==> config.mk <==
export PLATFORM = sky130hd
export DESIGN_NAME = c499_key_ctrl_flat
export DESIGN_NICKNAME = d
export VERILOG_FILES = /design/src/rtl/c499_ctrl_pkg.sv /design/src/rtl/c499_key_ctrl_if.sv /design/src/rtl/c499_key_loader.sv /design/src/rtl/c499_key_ctrl.sv /design/src/flat_wrapper.sv
export SDC_FILE = /design/constraint.sdc
export NUM_CORES = 1
export LEC_CHECK = 0
export CORE_ASPECT_RATIO = 0.7
export CORE_MARGIN = 3
export CORE_UTILIZATION = 44
export DETAILED_ROUTE_END_ITERATION = 10
export HOLD_SLACK_MARGIN = 0.08
export PLACE_DENSITY_LB_ADDON = 0.25
export SLEW_MARGIN = 30
export SYNTH_ARGS = -nofsm -noshare
export SYNTH_HDL_FRONTEND = slang
export SYNTH_SLANG_ARGS = --single-unit
==> constraint.sdc <==
create_clock -name clk -period 2.58 [get_ports clk]
set_input_delay 0.258 -clock clk [delete_from_list [all_inputs] [get_ports clk]]
set_output_delay 0.258 -clock clk [all_outputs]
set_load 0.005 [all_outputs]
==> src/rtl/c499_ctrl_pkg.sv <==
// ---------------------------------------------------------------------------
// c499_ctrl_pkg
// Shared definitions for the c499 key-locked SEC core sequencer:
//   - default widths for key, data word and check bits
//   - controller state encoding
// The package deliberately carries no key value.
// ---------------------------------------------------------------------------
package c499_ctrl_pkg;

  localparam int KEY_W_DEF  = 14;
  localparam int DATA_W_DEF = 32;
  localparam int CHK_W_DEF  = 8;

  typedef enum logic [1:0] {
    LOCKED = 2'd0,
    READY  = 2'd1,
    SETTLE = 2'd2,
    RESP   = 2'd3
  } ctrl_state_e;

endpackage

==> src/rtl/c499_key_ctrl_if.sv <==
// ---------------------------------------------------------------------------
// c499_key_ctrl_if
// Request/response bus of the c499 sequencer.
//   req_valid/req_ready : request handshake, payload req_data/req_chk/req_en
//   rsp_valid/rsp_ready : response handshake, payload rsp_data
// Modports:
//   master : requester (drives request, consumes response)
//   slave  : sequencer (accepts request, produces response)
// ---------------------------------------------------------------------------
interface c499_key_ctrl_if
  import c499_ctrl_pkg::*;
#(
  parameter int DATA_W = DATA_W_DEF,
  parameter int CHK_W  = CHK_W_DEF
);

  logic              req_valid;
  logic              req_ready;
  logic [DATA_W-1:0] req_data;
  logic [CHK_W-1:0]  req_chk;
  logic              req_en;
  logic              rsp_valid;
  logic              rsp_ready;
  logic [DATA_W-1:0] rsp_data;

  modport master (
    output req_valid, req_data, req_chk, req_en, rsp_ready,
    input  req_ready, rsp_valid, rsp_data
  );

  modport slave (
    input  req_valid, req_data, req_chk, req_en, rsp_ready,
    output req_ready, rsp_valid, rsp_data
  );

endinterface

==> src/rtl/c499_key_loader.sv <==
// ---------------------------------------------------------------------------
// c499_key_loader
// Serial shadow key register with bit counter and commit qualification.
// Build option: C499_KEY_PARITY_EN -- shadow grows by one bit; the last bit
// shifted in is even parity over the key, and a commit additionally needs
// even parity across all shadow bits.
// Ports:
//   clk, rst_n     clock, async active-low reset
//   sin_i          serial key bit
//   shift_i        shift sin_i into the shadow (already gated by the parent)
//   commit_i       commit request (already gated by the parent)
//   key_o          key bits of the shadow register
//   commit_ok_o    pulse: commit accepted this cycle
//   commit_bad_o   pulse: commit rejected this cycle
// ---------------------------------------------------------------------------
module c499_key_loader
  import c499_ctrl_pkg::*;
#(
  parameter int KEY_W = KEY_W_DEF
) (
  input  logic             clk,
  input  logic             rst_n,
  input  logic             sin_i,
  input  logic             shift_i,
  input  logic             commit_i,
  output logic [KEY_W-1:0] key_o,
  output logic             commit_ok_o,
  output logic             commit_bad_o
);

`ifdef C499_KEY_PARITY_EN
  localparam int SR_W = KEY_W + 1;
`else
  localparam int SR_W = KEY_W;
`endif
  localparam int CNT_W = $clog2(SR_W + 1);

  logic [SR_W-1:0]  shadow_q, shadow_d;
  logic [CNT_W-1:0] count_q, count_d;
  logic             full;
  logic             parity_ok;

  assign full = (count_q == CNT_W'(SR_W));

`ifdef C499_KEY_PARITY_EN
  // Parity bit sits in the LSB because it is the last bit shifted in.
  assign parity_ok = ~(^shadow_q);
  assign key_o     = shadow_q[SR_W-1:1];
`else
  assign parity_ok = 1'b1;
  assign key_o     = shadow_q;
`endif

  assign commit_ok_o  = commit_i & full & parity_ok;
  assign commit_bad_o = commit_i & ~(full & parity_ok);

  // A commit always restarts the count, accepted or not; the counter
  // saturates so over-long loads keep the most recent SR_W bits.
  always_comb begin
    shadow_d = shadow_q;
    count_d  = count_q;
    if (commit_i) begin
      count_d = '0;
    end else if (shift_i) begin
      shadow_d = {shadow_q[SR_W-2:0], sin_i};
      if (!full) count_d = count_q + 1'b1;
    end
  end

  always_ff @(posedge clk or negedge rst_n) begin
    if (!rst_n) begin
      shadow_q <= '0;
      count_q  <= '0;
    end else begin
      shadow_q <= shadow_d;
      count_q  <= count_d;
    end
  end

endmodule

==> src/rtl/c499_key_ctrl.sv <==
// ---------------------------------------------------------------------------
// c499_key_ctrl
// Sequencer for the key-locked c499 single-error-correction core.
// Loads/commits the key serially, forwards one request at a time to the
// combinational core, waits SETTLE_CYC cycles, captures the corrected word
// and returns it on the response port.
// Build option: C499_KEY_PARITY_EN (see c499_key_loader).
// Ports:
//   clk, rst_n                  clock, async active-low reset
//   key_sin/key_sen/key_commit  serial key load and commit
//   key_o/key_ready/key_err     committed key, key present, sticky reject
//   bus (slave)                 request/response handshake bus
//   core_data_o/chk_o/en_o      registered core inputs
//   core_res_i                  core corrected output
// ---------------------------------------------------------------------------
module c499_key_ctrl
  import c499_ctrl_pkg::*;
#(
  parameter int KEY_W      = KEY_W_DEF,
  parameter int DATA_W     = DATA_W_DEF,
  parameter int CHK_W      = CHK_W_DEF,
  parameter int SETTLE_CYC = 1
) (
  input  logic              clk,
  input  logic              rst_n,
  input  logic              key_sin,
  input  logic              key_sen,
  input  logic              key_commit,
  output logic [KEY_W-1:0]  key_o,
  output logic              key_ready,
  output logic              key_err,
  c499_key_ctrl_if.slave    bus,
  output logic [DATA_W-1:0] core_data_o,
  output logic [CHK_W-1:0]  core_chk_o,
  output logic              core_en_o,
  input  logic [DATA_W-1:0] core_res_i
);

  localparam logic [3:0] SETTLE_LOAD = 4'(SETTLE_CYC);

  ctrl_state_e       state_q;
  logic [KEY_W-1:0]  key_q;
  logic              key_ready_q;
  logic              key_err_q;
  logic [DATA_W-1:0] core_data_q;
  logic [CHK_W-1:0]  core_chk_q;
  logic              core_en_q;
  logic [3:0]        settle_q;
  logic              rsp_valid_q;
  logic [DATA_W-1:0] rsp_data_q;

  logic              key_window;
  logic [KEY_W-1:0]  shadow_key;
  logic              commit_ok;
  logic              commit_bad;

  // Key traffic is only honoured while no request is in flight. A commit
  // in the same cycle as a shift sees the pre-shift shadow; the shift is dropped.
  assign key_window = (state_q == LOCKED) || (state_q == READY);

  c499_key_loader #(.KEY_W(KEY_W)) u_loader (
    .clk          (clk),
    .rst_n        (rst_n),
    .sin_i        (key_sin),
    .shift_i      (key_sen & key_window & ~key_commit),
    .commit_i     (key_commit & key_window),
    .key_o        (shadow_key),
    .commit_ok_o  (commit_ok),
    .commit_bad_o (commit_bad)
  );

  always_ff @(posedge clk or negedge rst_n) begin
    if (!rst_n) begin
      state_q     <= LOCKED;
      key_q       <= '0;
      key_ready_q <= 1'b0;
      key_err_q   <= 1'b0;
      core_data_q <= '0;
      core_chk_q  <= '0;
      core_en_q   <= 1'b0;
      settle_q    <= '0;
      rsp_valid_q <= 1'b0;
      rsp_data_q  <= '0;
    end else begin
      // commit_ok/commit_bad can only fire in LOCKED or READY.
      if (commit_ok) begin
        key_q       <= shadow_key;
        key_ready_q <= 1'b1;
        key_err_q   <= 1'b0;
      end else if (commit_bad) begin
        key_err_q   <= 1'b1;
      end

      case (state_q)
        LOCKED: begin
          if (commit_ok) state_q <= READY;
        end
        READY: begin
          if (bus.req_valid) begin
            core_data_q <= bus.req_data;
            core_chk_q  <= bus.req_chk;
            core_en_q   <= bus.req_en;
            settle_q    <= SETTLE_LOAD;
            state_q     <= SETTLE;
          end
        end
        SETTLE: begin
          // Capture lands exactly SETTLE_CYC edges after the accept edge.
          if (settle_q <= 4'd1) begin
            rsp_data_q  <= core_res_i;
            rsp_valid_q <= 1'b1;
            state_q     <= RESP;
          end else begin
            settle_q    <= settle_q - 4'd1;
          end
        end
        RESP: begin
          if (bus.rsp_ready) begin
            rsp_valid_q <= 1'b0;
            state_q     <= READY;
          end
        end
        default: state_q <= LOCKED;
      endcase
    end
  end

  assign bus.req_ready = (state_q == READY);
  assign bus.rsp_valid = rsp_valid_q;
  assign bus.rsp_data  = rsp_data_q;
  assign key_o         = key_q;
  assign key_ready     = key_ready_q;
  assign key_err       = key_err_q;
  assign core_data_o   = core_data_q;
  assign core_chk_o    = core_chk_q;
  assign core_en_o     = core_en_q;

endmodule
==> src/flat_wrapper.sv <==
// flat-port wrapper written by rule: the top's interface ports become plain ports
module c499_key_ctrl_flat import c499_ctrl_pkg::*;
#(
  parameter int KEY_W      = KEY_W_DEF,
  parameter int DATA_W     = DATA_W_DEF,
  parameter int CHK_W      = CHK_W_DEF,
  parameter int SETTLE_CYC = 1
)
  (clk, rst_n, key_sin, key_sen, key_commit, key_o, key_ready, key_err, core_data_o, core_chk_o, core_en_o, core_res_i, bus_req_valid, bus_req_data, bus_req_chk, bus_req_en, bus_rsp_ready, bus_req_ready, bus_rsp_valid, bus_rsp_data);
  c499_key_ctrl_if #(.DATA_W(DATA_W), .CHK_W(CHK_W)) bus_i ();
  input  logic clk;
  input  logic rst_n;
  input  logic key_sin;
  input  logic key_sen;
  input  logic key_commit;
  output logic [KEY_W-1:0] key_o;
  output logic key_ready;
  output logic key_err;
  output logic [DATA_W-1:0] core_data_o;
  output logic [CHK_W-1:0] core_chk_o;
  output logic core_en_o;
  input  logic [DATA_W-1:0] core_res_i;
  input wire logic [$bits(bus_i.req_valid)-1:0] bus_req_valid;
  input wire logic [$bits(bus_i.req_data)-1:0] bus_req_data;
  input wire logic [$bits(bus_i.req_chk)-1:0] bus_req_chk;
  input wire logic [$bits(bus_i.req_en)-1:0] bus_req_en;
  input wire logic [$bits(bus_i.rsp_ready)-1:0] bus_rsp_ready;
  output wire logic [$bits(bus_i.req_ready)-1:0] bus_req_ready;
  output wire logic [$bits(bus_i.rsp_valid)-1:0] bus_rsp_valid;
  output wire logic [$bits(bus_i.rsp_data)-1:0] bus_rsp_data;
  assign bus_i.req_valid = bus_req_valid;
  assign bus_i.req_data = bus_req_data;
  assign bus_i.req_chk = bus_req_chk;
  assign bus_i.req_en = bus_req_en;
  assign bus_i.rsp_ready = bus_rsp_ready;
  assign bus_req_ready = bus_i.req_ready;
  assign bus_rsp_valid = bus_i.rsp_valid;
  assign bus_rsp_data = bus_i.rsp_data;
  c499_key_ctrl #(.KEY_W(KEY_W), .DATA_W(DATA_W), .CHK_W(CHK_W), .SETTLE_CYC(SETTLE_CYC)) u_core (.clk(clk), .rst_n(rst_n), .key_sin(key_sin), .key_sen(key_sen), .key_commit(key_commit), .key_o(key_o), .key_ready(key_ready), .key_err(key_err), .bus(bus_i), .core_data_o(core_data_o), .core_chk_o(core_chk_o), .core_en_o(core_en_o), .core_res_i(core_res_i));
endmodule
==> results of run 1 <==
## power groups by stage
stage                     clock network, mW  logic [mW]  registers [mW]
after floorplan                           0        1.28            2.94
after detailed placement                  0        2.93            2.96
after CTS                              2.31        2.96            2.94
final                                  2.26        2.90            2.94
after global routing                   2.39        3.13            3.02
after global placement                    0        2.84            2.92
## what timing repair did
action                                  CTS  global route
hold endpoints to repair                 39             0
gates resized for setup                   0             0
buffers inserted                          0             0
hold buffers                              1             0
endpoints found under the setup margin    0             0
## area by class of cell
class | instances | area (um2) | share of cell area [%]
tap | 128 | 160.2 | 2.302
timing repair buffer | 177 | 1767 | 25.40
clock buffer | 22 | 474.2 | 6.817
multi-input combinational | 160 | 1569 | 22.55
clock inverter | 10 | 107.6 | 1.547
inverter | 7 | 26.28 | 0.3777
sequential | 114 | 2853 | 41.01
## routing by layer
metal | up-vias | global-route usage, % | wire length (um)
met5 | - | 0 | 0
met4 | 0 | 7.768 | 66
met3 | 6 | 7.624 | 912
met2 | 112 | 28.26 | 4910
met1 | 1497 | 22.22 | 4246
li1 | 1410 | - | -
## cells by family after synthesis
group | after synthesis
AO/OA/AOI/OAI | 15
adder cells (fa/ha/maj) | 8
XOR/XNOR | 3
flip-flops | 114
multiplexers | 103
AND/OR/NAND/NOR | 31
buffers and inverters | 16
## flip-flops by register name, summed over array words and instances (netlist names)
register                 cells
u_core.bus.rsp_data         32
u_core.bus.rsp_valid         1
u_core.core_chk_o            8
u_core.core_data_o          32
u_core.core_en_o             1
u_core.key_err               1
u_core.key_o                14
u_core.key_ready             1
u_core.settle_q              4
u_core.state_q               2
u_core.u_loader.count_q      4
u_core.u_loader.key_o       14
## how the worst max path moves through the flow
stage,from,end,slack [ns],cells after the start
finish,u_core.state_q[0],u_core.bus.rsp_data[9],0.54,5
global route,u_core.state_q[0],u_core.bus.rsp_data[9],0.41,5
CTS,u_core.state_q[0],u_core.bus.rsp_data[9],0.52,5
detailed placement,u_core.state_q[0],u_core.bus.rsp_data[11],0.54,5
global placement,u_core.state_q[0],u_core.bus.rsp_data[22],0.65,5
floorplan,u_core.state_q[0],u_core.bus.rsp_data[10],0.76,5
## cell usage in the layout, fill, tap and decap left out, types with 3 or more instances in the layout
| master | count |
|---|---|
| buf_4 | 6 |
| clkbuf_16 | 17 |
| clkbuf_8 | 3 |
| clkdlybuf4s50_1 | 169 |
| clkinv_2 | 5 |
| clkinvlp_4 | 3 |
| dfrtp_1 | 114 |
| ha_1 | 8 |
| inv_1 | 7 |
| mux2_2 | 100 |
| nand2_1 | 3 |
| nand3_1 | 3 |
| nor2_1 | 11 |
| o21ai_0 | 5 |
| o31ai_1 | 3 |
| xnor2_1 | 3 |
## critical path: stages (launching register included)
cell,delay (ns)
dfrtp_1,0.40
inv_1,0.11
ha_1,0.25
nor4b_4,0.30
buf_4,0.44
mux2_2,0.40
==> results.toml, run 1 <==
[run_status]
outcome = "complete, no violations"

[timing]
setup-violations-final = 0
layout_setup_ws_ns = 0.5409
fin_worst_skew_ns = 0.01011
period_share_pct = 79.03
tightest_slew_ns = 0.6302
slew_viol_final = 0
maxSlewHeadroom_pct = 57.63
tns_ns = 0
fin_crit_ns = 2.039
rsz0062_at_grt = "no"
clock.fmax_mhz = 490.4
hold_viol_final = 0
holdWs_ns = 0.3863

[power_and_ir_drop]
seqPwrFrac_pct = 36.2
power_frac_comb_pct = 35.8
power_density_nw_per_um2 = 1164
p_switching_mw = 2.155
p_total_mw = 8.099
swShare_pct = 26.61
ir_worst_vdd_uv = 604.3
p_int_mw = 5.944
leakage_nw = 3.016
pwr-share-clk_pct = 27.9

[grt]
overflow = 0
antenna_found_initial = 0
grt_pass1_wl_um = 16500
grt_pass1_vias = 3304
grt_max_degree = 55
track_usage_pct = 18.16

[die]
start_util_pct = 45.90
die_h_um = 90.75
boundaryPins = 171
die_x_um = 127.1
std_cell_rows = 30
die_area_um2 = 11530
design.core.area_um2 = 9834

[routing]
drt_iter0_markers = 89
wl_per_cell_um = 16.40
antenna_left = 0
wl_um = 10140
dr.pass1.iters = 4
drc_errors = 0
viasPerCell = 4.895
vias = 3025

[run]
maxCapViolations = 0

[clocking]
clock_sinks = 114
clockRootBuffer = "clkbuf_16"
clock_latency_ns = 0.40
numCtsBuffers = 17
clk_pin_slew_worst_paths_ns = 0.05
cts_tree = "done"
htree_levels = 4
clk_path_buf_depth = 2

[yosys]
ys.flop_type = "dfrtp_1"
yosysSeqAreaShare_pct = 63.19
ys_ff_latch = 114
synthMuxAreaShare_pct = 25.67
synth_cell_types = 31
synth_warnings = 0
synth_cells = 290
synth_area_um2 = 4514
yosys.area_share.xor_xnor_pct = 0.5820
synth_top_area_share_pct = 63.19
synth_fa_ha_area_share_pct = 2.217
syn_avg_cell_area_um2 = 15.57
async_flop_share_pct = 100.0
synth_most_common_cell = "dfrtp_1"
synth_fp_nets = 378
synthSimpleGateAreaFrac_pct = 4.019
synth_compound_area_share_pct = 2.217
synth_common_cells = "dfrtp_1, mux2_2, nor2_1, ha_1, inv_1"
synth_top_cell_by_area = "dfrtp_1"
synth.area.top_cells = "dfrtp_1, mux2_2, ha_1, nor2_1, buf_6"
synth-edff-count = 0
synth_top_family_by_area = "multiplexers"

[finish]
drive_above_1_share_pct = 29.39
insertedDiodeCount = 0
final_core_util_pct = 70.74
fin_area_um2 = 6957
instances_no_fill = 618
syn_to_final_growth_pct = 54.10
fillCellCount = 658
layout.nets = 565

[worst_setup_path]
end_kind = "flop"
reg2reg_slack_ns = 0.54
cp.arrival_ns = 2.32
crit_required_ns = 2.86
cp_max_fo = 33
rr_endpoint = "u_core.bus.rsp_data[9]"
worstRegToRegCells = 5
cp-start-kind = "flop"
reg2reg_from = "u_core.state_q[0]"
worstSetupPathType = "flop to flop"

[place]
dp_slack_ns = 0.5439
hpwl_um = 7200
dpl_cell_area_um2 = 6365
io_buffer_count = 170
dp.cells = 585
place.gp.congestion = 0.7985

[worst_hold_path]
hp-class = "input pin to async pin"
Power figures use the tool's default switching activity.
==> run 2: changes to the inputs <==
- clock period: 2.58 -> 2.1 ns (I/O delays scaled with it)
==> run 2 against run 1 <==
Against the previous run:
- register-to-register slack got worse by 0.32 ns
- non-clock buffer count down 1
- flip-flop and latch count is the same
- largest power group is now combinational cells
- first-iteration DRC count grew 26%
- critical path type is now flop to primary output
- cell count decreased by 0.32%
- worst setup slack worse by 0.39 ns
==> results.toml, run 2 (synthesized netlist as in run 1, its figures left out) <==
[run_status]
outcome = "complete, no violations"

[timing]
rsz0062_at_grt = "no"
hold_viol_final = 0
slew_viol_final = 0
setup-violations-final = 0
period_share_pct = 92.68
fin_worst_skew_ns = 0.007757
holdWs_ns = 0.4086
clock.fmax_mhz = 513.8
maxSlewHeadroom_pct = 58.68
tightest_slew_ns = 0.6145
layout_setup_ws_ns = 0.1537
tns_ns = 0
fin_crit_ns = 1.946

[die]
design.core.area_um2 = 9834
die_area_um2 = 11530
die_h_um = 90.75
std_cell_rows = 30
start_util_pct = 45.90
die_x_um = 127.1
boundaryPins = 171

[worst_hold_path]
hold_depth = 2
min_to = "u_core.bus.rsp_data[25]"
hp-class = "input pin to flop"
worstHoldStart = "core_res_i[25]"

[finish]
final_cell_mix = "clkdlybuf4s50_1, dfrtp_1, mux2_2"
layout.nets = 564
drive_above_1_share_pct = 29.10
multi_input_area_um2 = 1569
insertedDiodeCount = 0
fillCellCount = 673
final_core_util_pct = 70.70
syn_to_final_growth_pct = 54.02
layout.area.seq_um2 = 2853
instances_no_fill = 616
mostFrequentLayoutCell = "clkdlybuf4s50_1"

[worst_setup_path]
reg2reg_slack_ns = 0.22
worstRegToRegCells = 6
end_kind = "primary output"
cp_max_fo = 6
cp-start-kind = "flop"
worstSetupPathType = "flop to primary output"
crit_required_ns = 1.89
rr_endpoint = "u_core.state_q[1]"
cp.arrival_ns = 1.74
crit_start = "u_core.state_q[1]"
reg2reg_from = "u_core.settle_q[1]"

[clocking]
postCtsSetupBuffers = 0
clockRootBuffer = "clkbuf_16"
clock_sinks = 114
numCtsBuffers = 17
clock_latency_ns = 0.40
clk_pin_slew_worst_paths_ns = 0.05
htree_levels = 4
cts_tree = "done"
clk_path_buf_depth = 2

[run]
maxCapViolations = 0

[place]
io_buffer_count = 170
dp.cells = 584
place.gp.congestion = 0.7845
hpwl_um = 7008
dp_slack_ns = 0.2412

[power_and_ir_drop]
power_density_nw_per_um2 = 1427
leakage_nw = 3.014
power_frac_comb_pct = 36.6
p_switching_mw = 2.655
p_int_mw = 7.269
pwr-share-clk_pct = 27.3
swShare_pct = 26.75
ir_worst_vdd_uv = 795.2
seqPwrFrac_pct = 36.2

[grt]
antenna_found_initial = 0
grt_max_degree = 115
grt_pass1_vias = 3227
overflow = 0
track_usage_pct = 18.43
grt_pass1_wl_um = 16590

[routing]
drt_iter0_markers = 112
highest_layer = "met4"
wl_um = 10250
antenna_left = 0
route.layer.met1.wl_um = 4230
drc_errors = 0
viasPerCell = 4.870
dr.pass1.iters = 4
met3WireLength_um = 926
wl_met2_um = 4939
vias = 3000
wl_per_cell_um = 16.63
[run 2: worst max-delay path by stage]
stage	slack [ns]	to	cells past startpoint
2_1_floorplan	0.28	u_core.bus.rsp_data[10]	5
3_3_place_gp	0.28	u_core.u_loader.key_o[4]	6
3_5_place_dp	0.24	u_core.state_q[1]	6
4_1_cts	0.14	bus_req_ready	3
5_1_grt	0.005	u_core.state_q[1]	6
6_report	0.15	bus_req_ready	3
[run 2: timing repair]
item	4_1_cts	5_1_grt
hold buffers	1	0
hold endpoints to repair	114	0
gates resized for setup	0	0
[run 2: power groups by stage]
| stage | logic (mW) | clock network (mW) | registers (mW) |
|---|---|---|---|
| 4_1_cts | 3.70 | 2.76 | 3.60 |
| 6_report | 3.63 | 2.71 | 3.59 |
| 3_3_place_gp | 3.54 | 0 | 3.58 |
| 2_1_floorplan | 1.57 | 0 | 3.62 |
| 3_5_place_dp | 3.66 | 0 | 3.62 |
| 5_1_grt | 3.92 | 2.88 | 3.71 |
[run 2: layout make-up]
class / instances / share of cell area, %
Sequential cell: 114 / 41.03
Timing Repair Buffer: 176 / 25.66
Tap cell: 128 / 2.303
Clock buffer: 20 / 6.424
Inverter: 7 / 0.3779
Clock inverter: 11 / 1.638
Multi-Input combinational cell: 160 / 22.57
[run 2: per-layer routing]
metal	track usage, %	up-vias
li1	-	1406
met1	22.32	1467
met2	29.27	114
met3	7.683	13
met4	7.321	0
met5	0	-
[run 2: stage by stage]
stage | cell area [um2] | total power [mW]
floorplan | 4514 | 5.188
global route | 6953 | 10.51
CTS | 6953 | 10.06
detailed placement | 6382 | 7.285
finish | 6953 | 9.924
global placement | 6382 | 7.119
[run 2: critical path, cell delays in order (launching register included)]
cell and delay, ns:
dfrtp_1 0.41, inv_1 0.09, ha_1 0.28, clkdlybuf4s50_1 0.55
